**src/rtl/hs_cdc_pkg.sv**
```systemverilog
// Shared definitions for the toggle-based CDC handshake (sender and receiver).
//  hs_state_t      : receiver FSM state, IDLE (no word held) / HOLD (word on out_data)
//  SYNC_STAGES_MIN : smallest legal synchronizer depth
package hs_cdc_pkg;

    typedef enum logic {
        IDLE = 1'b0,
        HOLD = 1'b1
    } hs_state_t;

    localparam int SYNC_STAGES_MIN = 2;

endpackage

```
**src/rtl/bit_sync.sv**
```systemverilog
// N-stage single-bit synchronizer with synchronous active-high reset.
//  clk : destination clock
//  rst : synchronous active-high reset, clears every stage
//  d   : asynchronous input bit
//  q   : synchronized output (last stage)
module bit_sync
    import hs_cdc_pkg::*;
#(
    parameter int STAGES = 2
) (
    input  logic clk,
    input  logic rst,
    input  logic d,
    output logic q
);

    if (STAGES < SYNC_STAGES_MIN) begin : g_bad_stages
        $error("bit_sync: STAGES must be >= %0d", SYNC_STAGES_MIN);
    end

    // sync[0] is the metastability-catching flop; sync[STAGES-1] is safe to use.
    logic [STAGES-1:0] sync;

    always_ff @(posedge clk) begin
        if (rst) sync <= '0;
        else     sync <= {sync[STAGES-2:0], d};
    end

    assign q = sync[STAGES-1];

endmodule

```
**src/rtl/hs_toggle_rx.sv**
```systemverilog
// Destination-side receiver of the toggle CDC handshake.
// Each level change on req_tgl delivers one req_data word on a valid/ready
// interface; ack_tgl flips once the consumer takes the word.
//  clk       : destination clock
//  rst       : synchronous active-high reset
//  req_tgl   : async request toggle from sender
//  req_data  : async data, stable from toggle until ack (false-path / max-delay)
//  out_valid : word available on out_data
//  out_data  : captured word
//  out_ready : consumer accept
//  ack_tgl   : ack toggle back to sender
//  xfer_cnt  : accepted word count, wraps
//  proto_err : sticky, request edge arrived while a word was held
module hs_toggle_rx
    import hs_cdc_pkg::*;
#(
    parameter int DATA_W      = 8,
    parameter int SYNC_STAGES = 2,
    parameter int CNT_W       = 16
) (
    input  logic              clk,
    input  logic              rst,
    input  logic              req_tgl,
    input  logic [DATA_W-1:0] req_data,
    output logic              out_valid,
    output logic [DATA_W-1:0] out_data,
    input  logic              out_ready,
    output logic              ack_tgl,
    output logic [CNT_W-1:0]  xfer_cnt,
    output logic              proto_err
);

    if (SYNC_STAGES < SYNC_STAGES_MIN) begin : g_bad_sync
        $error("hs_toggle_rx: SYNC_STAGES must be >= %0d", SYNC_STAGES_MIN);
    end

    hs_state_t state, state_nxt;
    logic      req_sync;
    logic      prev_sync;
    logic      req_edge;
    logic      capture;
    logic      accept;
    logic      err_set;

    bit_sync #(.STAGES(SYNC_STAGES)) u_req_sync (
        .clk (clk),
        .rst (rst),
        .d   (req_tgl),
        .q   (req_sync)
    );

    always_ff @(posedge clk) begin
        if (rst) prev_sync <= 1'b0;
        else     prev_sync <= req_sync;
    end

    assign req_edge = req_sync ^ prev_sync;

    // FSM: state register
    always_ff @(posedge clk) begin
        if (rst) state <= IDLE;
        else     state <= state_nxt;
    end

    // FSM: next state
    always_comb begin
        state_nxt = state;
        case (state)
            IDLE: if (req_edge)              state_nxt = HOLD;
            HOLD: if (out_valid && out_ready) state_nxt = IDLE;
            default:                          state_nxt = IDLE;
        endcase
    end

    // FSM: outputs / datapath strobes. An edge seen while HOLD is dropped
    // (never captured) and only raises the error flag, even if the held word
    // is being accepted in that same cycle.
    always_comb begin
        out_valid = (state == HOLD);
        capture   = (state == IDLE) && req_edge;
        accept    = (state == HOLD) && out_ready;
        err_set   = (state == HOLD) && req_edge;
    end

    always_ff @(posedge clk) begin
        if (rst) begin
            out_data  <= '0;
            ack_tgl   <= 1'b0;
            xfer_cnt  <= '0;
            proto_err <= 1'b0;
        end else begin
            // req_data has been stable for >= SYNC_STAGES clocks by the edge cycle
            if (capture) out_data <= req_data;
            if (accept) begin
                ack_tgl  <= ~ack_tgl;
                xfer_cnt <= xfer_cnt + CNT_W'(1);
            end
            if (err_set) proto_err <= 1'b1;
        end
    end

endmodule

```
**config.mk**
```make
export PLATFORM = sky130hd
export DESIGN_NAME = hs_toggle_rx
export DESIGN_NICKNAME = d
export VERILOG_FILES = /design/src/rtl/hs_cdc_pkg.sv /design/src/rtl/bit_sync.sv /design/src/rtl/hs_toggle_rx.sv
export SDC_FILE = /design/constraint.sdc
export NUM_CORES = 1
export LEC_CHECK = 0
export BUFFER_PORTS_ARGS = -buffer_cell sky130_fd_sc_hd__buf_4
export CORE_MARGIN = 5
export CORE_UTILIZATION = 45
export CTS_BUF_LIST = sky130_fd_sc_hd__clkbuf_4 sky130_fd_sc_hd__clkbuf_8
export CTS_CLUSTER_SIZE = 14
export DETAILED_ROUTE_END_ITERATION = 8
export HOLD_SLACK_MARGIN = 0.1
export PLACE_DENSITY = 0.78
export SYNTH_ARGS = -nofsm -noshare
export SYNTH_HDL_FRONTEND = slang
export SYNTH_HIERARCHICAL = 1
export SYNTH_SLANG_ARGS = --single-unit
```
**constraint.sdc**
```tcl
create_clock -name clk -period 1.9 [get_ports clk]
set_input_delay 0.38 -clock clk [delete_from_list [all_inputs] [get_ports clk]]
set_output_delay 0.38 -clock clk [all_outputs]
set_load 0.05 [all_outputs]
```
==> Yosys cells after proc, flatten, opt, wreduce, memory -nomap -nowiden <==
Index checks and enable logic that the tools add are counted.
{ "totals": {"reg_bits": 30, "input_bits": 12, "output_inout_bits": 27, "elab_cells": 17} }
{ "op_classes": {"addsub": 1, "muxes": 3, "bitwise": 3, "n_reduce_logical": 3} }
{ "op_table": {"columns": ["cell", "count"], "rows": [
  ["$add A16 B1 Y16 const B", 1],
  ["$logic_and A1 B1 Y1", 3],
  ["$mux W1", 2],
  ["$not A1 Y1", 2],
  ["$pmux W1 S2", 1],
  ["$xor A1 B1 Y1", 1]
]} }

==> Logic depth before layout (Yosys ltp) <==
Gate-level depths: netlist of run 1.
{ "logic_depth": {"ltp_word": 3, "ltp_mapped": 5, "mapped_depth_nobuf": 5} }

==> By module <==
Netlist of run 1, hierarchy kept.
{ "modules_own_cells": {"columns": ["module", "n_inst", "cells_per_inst", "area_each_um2", "seq_area_each_um2"], "rows": [
  ["hs_toggle_rx", 1, 123, 1172.4, 560.5],
  ["bit_sync", 1, 4, 52.6, 40.0]
]} }

==> Least setup slack after synthesis of run 1 <==
OpenSTA, ideal clock, no wires.
{ "synth_path": {"path_type": "register -> register", "start": "register xfer_cnt[7]", "end": "register xfer_cnt[15]", "setup_ns": 0.123, "arrival_time_ns": 1.665, "t_required_ns": 1.777, "slack_ns": 0.111, "path_stages_with_launch": 5, "n_path_buf": 0, "period_less_slack_ns": 1.789, "cell_sequence": "dfxtp_1 nand4_1 nor3_2 nand4_1 mux2_1"} }
{ "synth_between": {"elab_chain_len": 1} }
{ "synth_rtl": {"columns": ["element", "line_no", "text"], "rows": [
  ["from (decl)", "hs_toggle_rx.sv:29", "output logic [CNT_W-1:0] xfer_cnt,"],
  ["from (signal assigned)", "hs_toggle_rx.sv:96", "xfer_cnt <= xfer_cnt + CNT_W'(1);"],
  ["$add A16 B1 Y16", "hs_toggle_rx.sv:96", null]
]} }
No other way between the ends.
A chain may end at the register's enable or synchronous reset.

==> Final worst setup path of run 1 <==
{ "layout_path": {"start": "register xfer_cnt[1]", "end": "register xfer_cnt[12]"} }
Same word-level chain as after synthesis.

==> results of run 1 <==
==> where the power goes <==
group	switching (W)	internal [W]	total, W
logic	0.0000830	0.0000499	0.000133
registers	0.0000108	0.000644	0.000655
clock network	0.000201	0.000193	0.000395
total	0.000295	0.000887	0.00118
==> worst reg2reg max path: stages, from the launching register on <==
cell and delay [ps]:
dfxtp_1 410, ha_1 210, nand4_1 240, nor4_2 370, xnor2_1 160, nor2_1 60
==> cells in the mapped netlist (2+ instances only) <==
| cell type | instances |
|---|---|
| dfxtp_1 | 30 |
| nand2_1 | 6 |
| nor2_1 | 25 |
| inv_1 | 3 |
| nor4_2 | 2 |
| nand3_1 | 2 |
| a21oi_1 | 4 |
| nand4_1 | 4 |
| clkbuf_1 | 3 |
| xor2_1 | 4 |
| xnor2_1 | 10 |
| nor2b_1 | 4 |
| mux2i_1 | 8 |
| nor3_1 | 4 |
| nor4_1 | 2 |
==> cell families (layout without fill, tap and decap cells) <==
family                   Yosys count  after routing  share of synthesized area, %
flip-flops                        30             30                          49.0
buffers and inverters              8             49                          2.55
adder cells (fa/ha/maj)            1              1                          1.02
multiplexers                       9              9                          7.46
XOR/XNOR                          14             14                          10.0
AND/OR/NAND/NOR                   59             59                          27.2
AO/OA/AOI/OAI                      6              6                          2.76
==> sequential cells by signal, indices dropped and copies added, names as in the netlist <==
register         flops
out_valid            1
xfer_cnt            16
proto_err            1
u_req_sync/sync      2
out_data             8
prev_sync            1
ack_tgl              1
==> area by class of cell <==
cell class | count | share of cell area (%)
sequential | 30 | 37.7
multi-input combinational | 89 | 37.2
timing repair buffer | 38 | 17.9
clock buffer | 7 | 3.69
tap | 31 | 2.44
inverter | 3 | 0.707
clock inverter | 1 | 0.314
==> per-layer routing <==
metal | vias up | track usage (%) | part of all wire, % | routed length (um)
met5 | - | 0 | 0 | 0
met4 | 0 | 4.88 | 0.65 | 16
met3 | 2 | 5.77 | 8.6 | 209
met2 | 35 | 20.2 | 46 | 1110
met1 | 452 | 16.5 | 45 | 1100
li1 | 505 | - | - | -
==> path summary, 6_finish.rpt <==
check | end | slack (ps)
min reg2reg | u_req_sync/sync[1]$_SDFF_PP0_ | 450
max | xfer_cnt[12]$_SDFFE_PP0P_ | 330
max reg2reg | xfer_cnt[12]$_SDFFE_PP0P_ | 330
min | u_req_sync/sync[0]$_SDFF_PP0_ | 270
==> per-stage QoR <==
step	cell area, um^2	utilization (%)	setup slack, ps
final	1590	59.3	334
after global routing	1590	59.3	204
after CTS	1590	59.3	334
after detailed placement	1530	56.9	366
after global placement	1530	56.9	373
after floorplan	1220	-	111
==> reports/metrics.cfg, run 1 <==
[yosys]
ys_async_sr_fraction_pct = 0
ys.flop_type = dfxtp_1
synth-seq-cells = 30
synth_cells = 127
synth_top_area_share_pct = 49.0
synth_warnings = 6
synth-seq-area-share_pct = 49.0
synth_largest_area_cell = dfxtp_1
syn_nets = 140
synth_area_um2 = 1220
synth_cell_types = 31
avgSynthCellArea_um2 = 9.65
synth_edf_count = 0
yosys-top-cells-area = dfxtp_1 49%, nor2_1 7.7%, xnor2_1 7.2%

[power]
p_per_area_nw_per_um2 = 742
peakVddDrop_uv = 471
leakage_nw = 0.665
finalPower_w = 0.00118

[drt]
drtPass1Iterations = 4
drt_iter0_drc = 18
vias = 994
totalWireLength_mm = 2.44
drc = 0
vias_per_cell = 4.99
drtAntennaViolNets = 0
wire_per_inst_um = 12.3

[placement]
gp_congestion = 0.831
hpwl_mm = 1.87
port_buffers = 38
dpl.cell_count = 191

[clock_network]
clk_latency_ps = 320
cts_buffer_depth = 2
ctsRootBufferMaster = clkbuf_4
cts_max_level = 2
path_clk_slew_ps = 90
clock_sinks = 30
post_cts_buffers = 0
cts_tree = yes
numCtsBuffers = 5
ctsHoldBuffers = 0
cts_resized = 0

[finish]
drive_gt1_share_pct = 32.1
multiInputGateArea_um2 = 593
layout_commonest_cell = buf_4
diodes = 0
syn2layout_area_growth_pct = 30.0
final_cell_mix = 38 x buf_4, 30 x dfxtp_1, 25 x nor2_1
finalNonFillerCells = 199
fill_cells = 242
final_nets = 180
final-seq-area_um2 = 601

[worst_setup_path]
start_kind = register
path_max_fanout = 4
worst-path-buf-inv = 0
cp_num_cells = 5
critPathMaxStageDelay_ps = 410
crit_chain = ha_1 > nand4_1 > nor4_2 > xnor2_1 > nor2_1
required_ps = 2100
arrival_ps = 1770
end_kind = register
crit_start = xfer_cnt[1]$_SDFFE_PP0P_
crit_type = register to register
critPathTopFamily = simple AND/OR/NAND/NOR gates
worst_r2r_path_depth = 5
critical_path.slowest_cell = dfxtp_1
r2r_start = xfer_cnt[1]$_SDFFE_PP0P_

[sta]
slew_headroom_pct = 71.4
fin_crit_sh_pct = 82.4
finalSetupViolCount = 0
holdWs_ps = 271
report.final.slew_viol_count = 0
rsz0062_at_grt = no
fin_worst_skew_ps = 11.5
fmax_mhz = 639
finalHoldViolCount = 0
tns_ps = 0
tightest_slew_ps = 429
period_minus_slack_ps = 1570

[run]
drv_cap = 0

[outcome]
status = finished, final reports clean

[global_routing]
antenna_found_initial = 0
grt_max_degree = 33
grt_pass1_wl_mm = 4.31
gr-usage-all-layers_pct = 13.3
grt_pass1_vias = 963
grt_overflow = 0

[min_path]
hold-path-cell-count = 2
hp-start = req_tgl
hold_path.class = input pin to register

[floorplanning]
die_area_um2 = 3870
num_rows = 19
die_x_um = 62.2
initial_utilization_pct = 45.6
ios = 39
die_height_um = 62.2
coreArea_um2 = 2690

No activity file was read; power rests on OpenSTA's default activity.
==> inputs of run 2 (changes only) <==
- clock period: 1.9 -> 1.6 ns (I/O delays scaled with it)
==> run 2 against run 1 <==
Flip-flop and latch count did not move. Non-clock buffer count rose by 5. Worst hold slack got worse by 59 ps. Count of clock-buffer cells in the layout fell by 2. Critical path type unchanged. Design area rose by 2.4%. Final cell count rose by 2.0%. Via count rose by 4.8%. Sequential share of layout area rose by 0.13 points. Global-route usage rose by 0.77 points. Critical path depth did not move. Clock skew barely moved. Largest power group unchanged.
==> reports/metrics.cfg, run 2 (synthesis results as in run 1) <==
[sta]
fin_crit_sh_pct = 93.1  ; +11 points
period_minus_slack_ps = 1490  ; -76.9 ps
finalHoldViolCount = 0  ; unchanged
slew_headroom_pct = 71.8  ; +0.40 points
fin_worst_skew_ps = 11.2  ; -0.358 ps
layout_setup_ws_ps = 111  ; -223 ps
rsz0062_at_grt = no
report.final.slew_viol_count = 0  ; unchanged
fmax_mhz = 672  ; +5.2%
holdWs_ps = 212  ; -59.3 ps
finalSetupViolCount = 0  ; unchanged
tightest_slew_ps = 423  ; -6.08 ps
tns_ps = 0  ; unchanged

[power]
leakage_nw = 0.688  ; +3.4%
seqPwrFrac_pct = 57.9  ; +2.5 points
power.switching_w = 0.000361  ; +22%
p_clk_share_pct = 30.2  ; -3.2 points
p_sw_share_pct = 26.9  ; +1.9 points
finalPower_w = 0.00134  ; +14%
p_int_w = 0.000984  ; +11%
pwr-share-comb_pct = 11.9  ; +0.7 points
peakVddDrop_uv = 617  ; +31%
p_per_area_nw_per_um2 = 825  ; +11%

[placement]
dpl.cell_count = 193  ; +1.0%
hpwl_mm = 1.98  ; +5.9%
gp_congestion = 0.794  ; -4.4%
port_buffers = 38  ; unchanged
place_ws_ps = 93.5  ; -273 ps

[finish]
syn2layout_area_growth_pct = 33.1
drive_gt1_share_pct = 41.3  ; +9.1 points
final_cell_mix = 43 x buf_4, 25 x nor2_1, 17 x dfxtp_1
regMostFlops = xfer_cnt
layout_commonest_cell = buf_4
finalNonFillerCells = 203  ; +2.0%
largest_register_ffs = 16  ; unchanged
top_regs = xfer_cnt x16, out_data x8, u_req_sync/sync x2
final_nets = 185  ; +2.8%
diodes = 0  ; unchanged

[run]
drv_cap = 0  ; unchanged

[worst_setup_path]
required_ps = 1820  ; -280 ps
worst_r2r_path_depth = 5  ; unchanged
crit_type = register to register
path_max_fanout = 4  ; unchanged
cp_num_cells = 5  ; unchanged
start_kind = register
critPathMaxStageDelay_ps = 380  ; -30 ps
critPathTopFamily = simple AND/OR/NAND/NOR gates
critical_path.slowest_cell = dfxtp_2
arrival_ps = 1710  ; -60 ps
worst-path-buf-inv = 0  ; unchanged
end_kind = register
crit_chain = ha_1 > nand4_1 > nor4_2 > xnor2_1 > nor2_1

[drt]
drt_iter0_drc = 27  ; +9
drtPass1Iterations = 4  ; unchanged
drtAntennaViolNets = 0  ; unchanged
vias_per_cell = 5.13  ; +2.8%
drc = 0  ; unchanged
vias = 1042  ; +4.8%
wire_per_inst_um = 13.1  ; +6.6%
totalWireLength_mm = 2.66  ; +8.8%

[clock_network]
cts_buffer_depth = 2  ; unchanged
cts_tree = yes
clock_sinks = 30  ; unchanged
numCtsBuffers = 5  ; unchanged
path_clk_slew_ps = 90  ; about the same
cts_max_level = 2  ; unchanged
clk_latency_ps = 330  ; about the same
cts_resized = 0  ; unchanged
ctsRootBufferMaster = clkbuf_4

[floorplanning]
num_rows = 19  ; unchanged
die_x_um = 62.2  ; unchanged
coreArea_um2 = 2690  ; unchanged
initial_utilization_pct = 45.6  ; unchanged
ios = 39  ; unchanged
die_height_um = 62.2  ; unchanged
die_area_um2 = 3870  ; unchanged

[global_routing]
grt_pass1_vias = 1036  ; +7.6%
grt_max_degree = 22  ; -33%
antenna_found_initial = 0  ; unchanged
gr-usage-all-layers_pct = 14.1  ; +0.77 points
grt_overflow = 0  ; unchanged
grt_pass1_wl_mm = 4.37  ; +1.3%

[min_path]
hold-path-cell-count = 2  ; unchanged
hold_path.class = input pin to register

[outcome]
status = finished, final reports clean

[run 2: changes by cell type in the layout (fill, tap and decap cells not counted), sizes merged]
cell    before  now
clkbuf       7    5
buf         38   43
clkinv       1    2
[run 2: worst paths after layout]
check / slack, ps / from / end
hold reg to reg: 460 / u_req_sync/sync[0]$_SDFF_PP0_ / u_req_sync/sync[1]$_SDFF_PP0_
setup / recovery: 110 / xfer_cnt[1]$_SDFFE_PP0P_ / xfer_cnt[12]$_SDFFE_PP0P_
hold / removal: 210 / req_tgl / u_req_sync/sync[0]$_SDFF_PP0_
setup reg to reg: 110 / xfer_cnt[1]$_SDFFE_PP0P_ / xfer_cnt[12]$_SDFFE_PP0P_
[run 2: routing by layer]
metal	track usage (%)	vias to the layer above	wire length, um
li1	-	516	-
met1	14.3	495	1100
met2	24.0	23	1350
met3	5.59	8	144
met4	8.13	0	61
met5	0	-	0
[run 2: per-stage QoR]
step	utilization, %	instance area (um^2)
3_3_place_gp	58.1	1560
6_report	60.7	1630
5_1_grt	60.7	1630
4_1_cts	59.9	1610
3_5_place_dp	58.1	1560
2_1_floorplan	-	1240
[run 2: cell type report]
class                      count  area, um^2
multi-input combinational     89         593
sequential                    30         617
clock inverter                 2        10.0
timing repair buffer          43         323
tap                           31        38.8
fill                         236        1060
clock buffer                   5        37.5
inverter                       3        11.3
[run 2: worst reg2reg max path, stage by stage (launching register included)]
cell     delay, ps
dfxtp_2        380
ha_1           180
nand4_1        230
nor4_2         370
xnor2_1        160
nor2_1          50
[run 2: power by group through the flow]
stage,Clock [W],Sequential (W),Combinational (W)
2_1_floorplan,0,0.000848,0.0000517
3_3_place_gp,0,0.000795,0.000159
3_5_place_dp,0,0.000796,0.000161
4_1_cts,0.000425,0.000779,0.000162
5_1_grt,0.000466,0.000782,0.000172
6_report,0.000406,0.000779,0.000160
[run 2: what timing repair did]
action | 4_1_cts | 5_1_grt
endpoints found under the setup margin | 0 | 3
hold buffers | 0 | 0
buffers inserted | 0 | 3
==> inputs of run 3 (changes only) <==
- CORE_ASPECT_RATIO: not set -> 0.8
==> run 3 against run 2 <==
Die area grew 0.16%. Count of clock-buffer cells in the layout is the same. Core utilization grew 3.9 points. Wire length grew 2.5%. Combinational power is essentially flat. Largest cell class unchanged. Non-clock buffer count shrank 3. Critical endpoint is now xfer_cnt[15]$_SDFFE_PP0P_.
==> reports/metrics.cfg, run 3 (synthesis results as in run 1) <==
[outcome]
status = finished, final reports clean

[floorplanning]
coreArea_um2 = 2520  ; -6.1%
die_area_um2 = 3870  ; +0.16%
die_height_um = 56.7  ; -8.9%
initial_utilization_pct = 48.6  ; +3.0 points
die_x_um = 68.3  ; +9.9%
num_rows = 16  ; -3
ios = 39  ; unchanged

[drt]
drt_iter0_drc = 22  ; -19%
wl_met2_mm = 1.27  ; -5.6%
top_layer = met4
totalWireLength_mm = 2.72  ; +2.5%
met1_length_mm = 1.19  ; +7.7%
drtAntennaViolNets = 0  ; unchanged
vias_per_cell = 5.00  ; -2.6%
drc = 0  ; unchanged
wl_met3_um = 210  ; +46%
vias = 1025  ; -1.6%
wire_per_inst_um = 13.3  ; +1.5%
drtPass1Iterations = 4  ; unchanged

[finish]
syn2layout_area_growth_pct = 33.0  ; about the same
fin_area_um2 = 1630  ; about the same
drive_gt1_share_pct = 40.8  ; -0.45 points
final-seq-area_um2 = 619  ; +0.41%
finish.utilization_pct = 64.6  ; +3.9 points
diodes = 0  ; unchanged
layout_commonest_cell = buf_4
final_nets = 182  ; -1.6%
regMostFlops = xfer_cnt
multiInputGateArea_um2 = 606  ; +2.1%
largest_register_ffs = 16  ; unchanged
fill_cells = 240  ; +1.7%
top_regs = xfer_cnt x16, out_data x8, u_req_sync/sync x2
final_cell_mix = 40 x buf_4, 25 x nor2_1, 17 x dfxtp_1

[clock_network]
clk_latency_ps = 330  ; about the same
numCtsBuffers = 5  ; unchanged
cts_resized = 0  ; unchanged
cts_max_level = 2  ; unchanged
ctsHoldBuffers = 0  ; unchanged
ctsRootBufferMaster = clkbuf_4
path_clk_slew_ps = 90  ; about the same
cts_buffer_depth = 2  ; unchanged
cts_tree = yes
clock_sinks = 30  ; unchanged
post_cts_buffers = 0  ; unchanged

[worst_setup_path]
crit_type = register to register
worst_r2r_path_depth = 4  ; -1
cp_num_cells = 4  ; -1
crit_chain = nand4_1 > nor3_2 > nand4_1 > mux2_1
crit_path_frequent_cell = nand4_1
critical_path.slowest_cell = dfxtp_2
end_kind = register
required_ps = 1820  ; about the same
critPathMaxStageDelay_ps = 390  ; about the same
start_kind = register
worst-path-buf-inv = 0  ; unchanged
path_max_fanout = 5  ; +1
critPathTopFamily = simple AND/OR/NAND/NOR gates
arrival_ps = 1700  ; about the same

[sta]
fin_worst_skew_ps = 8.48  ; -2.72 ps
holdWs_ps = 214  ; +2.21 ps
slew_headroom_pct = 72.0  ; +0.17 points
report.final.slew_viol_count = 0  ; unchanged
fin_crit_sh_pct = 92.7  ; -0.38 points
finalSetupViolCount = 0  ; unchanged
tightest_slew_ps = 420  ; -2.56 ps
finalHoldViolCount = 0  ; unchanged
period_minus_slack_ps = 1480  ; -6.00 ps
rsz0062_at_grt = no
tns_ps = 0  ; unchanged
fmax_mhz = 674  ; +0.40%

[placement]
hpwl_mm = 2.02  ; +2.2%
port_buffers = 38  ; unchanged
gp_congestion = 0.847  ; +6.7%
place_area_um2 = 1570  ; +0.40%

[run]
drv_cap = 0  ; unchanged

[global_routing]
grt_overflow = 0  ; unchanged
gr-usage-all-layers_pct = 15.1  ; +1.0 points
grt_max_degree = 21  ; -4.5%
grt_pass1_wl_mm = 4.32  ; -1.1%
antenna_found_initial = 0  ; unchanged
grt_pass1_vias = 1006  ; -2.9%

[power]
leakage_nw = 0.672  ; -2.4%
peakVddDrop_uv = 435  ; -30%
p_per_area_nw_per_um2 = 825  ; about the same

[min_path]
hold_path.class = input pin to register
hold-path-cell-count = 2  ; unchanged

[run 3: changes by cell type in the layout (fill, tap and decap cells not counted), sizes merged]
cell / change
buf: -3
[run 3: cell type report]
cell class	instances	area share, %
tap	36	2.76
multi-input combinational	89	37.2
clock inverter	2	0.614
clock buffer	5	2.30
sequential	30	38.0
inverter	3	0.691
timing repair buffer	40	18.4
[run 3: report_power, final]
group	internal (W)	switching [W]	leakage (nW)
clock	0.000157	0.000247	0.0308
combinational	0.0000613	0.0000995	0.391
sequential	0.000764	0.0000140	0.250
[run 3: stage by stage]
| stage | cells | setup WS, ps | total power, W |
|---|---|---|---|
| 4_1_cts | 205 | 110 | 0.00137 |
| 2_1_floorplan | 127 | 47.9 | 0.000900 |
| 6_report | 205 | 117 | 0.00134 |
| 5_1_grt | 205 | 13.6 | 0.00142 |
| 3_3_place_gp | 198 | 207 | 0.000953 |
| 3_5_place_dp | 198 | 143 | 0.000958 |
[run 3: final timing paths]
path	from	end	slack (ps)
min	req_tgl	u_req_sync/sync[0]$_SDFF_PP0_	210
min reg2reg	u_req_sync/sync[0]$_SDFF_PP0_	u_req_sync/sync[1]$_SDFF_PP0_	450
max	xfer_cnt[8]$_SDFFE_PP0P_	xfer_cnt[15]$_SDFFE_PP0P_	120
max reg2reg	xfer_cnt[8]$_SDFFE_PP0P_	xfer_cnt[15]$_SDFFE_PP0P_	120
[run 3: routing by layer]
metal  vias up  GRT usage [%]
met4         0           7.37
li1        506              -
met3         7           6.79
met1       475           15.8
met5         -              0
met2        37           25.1
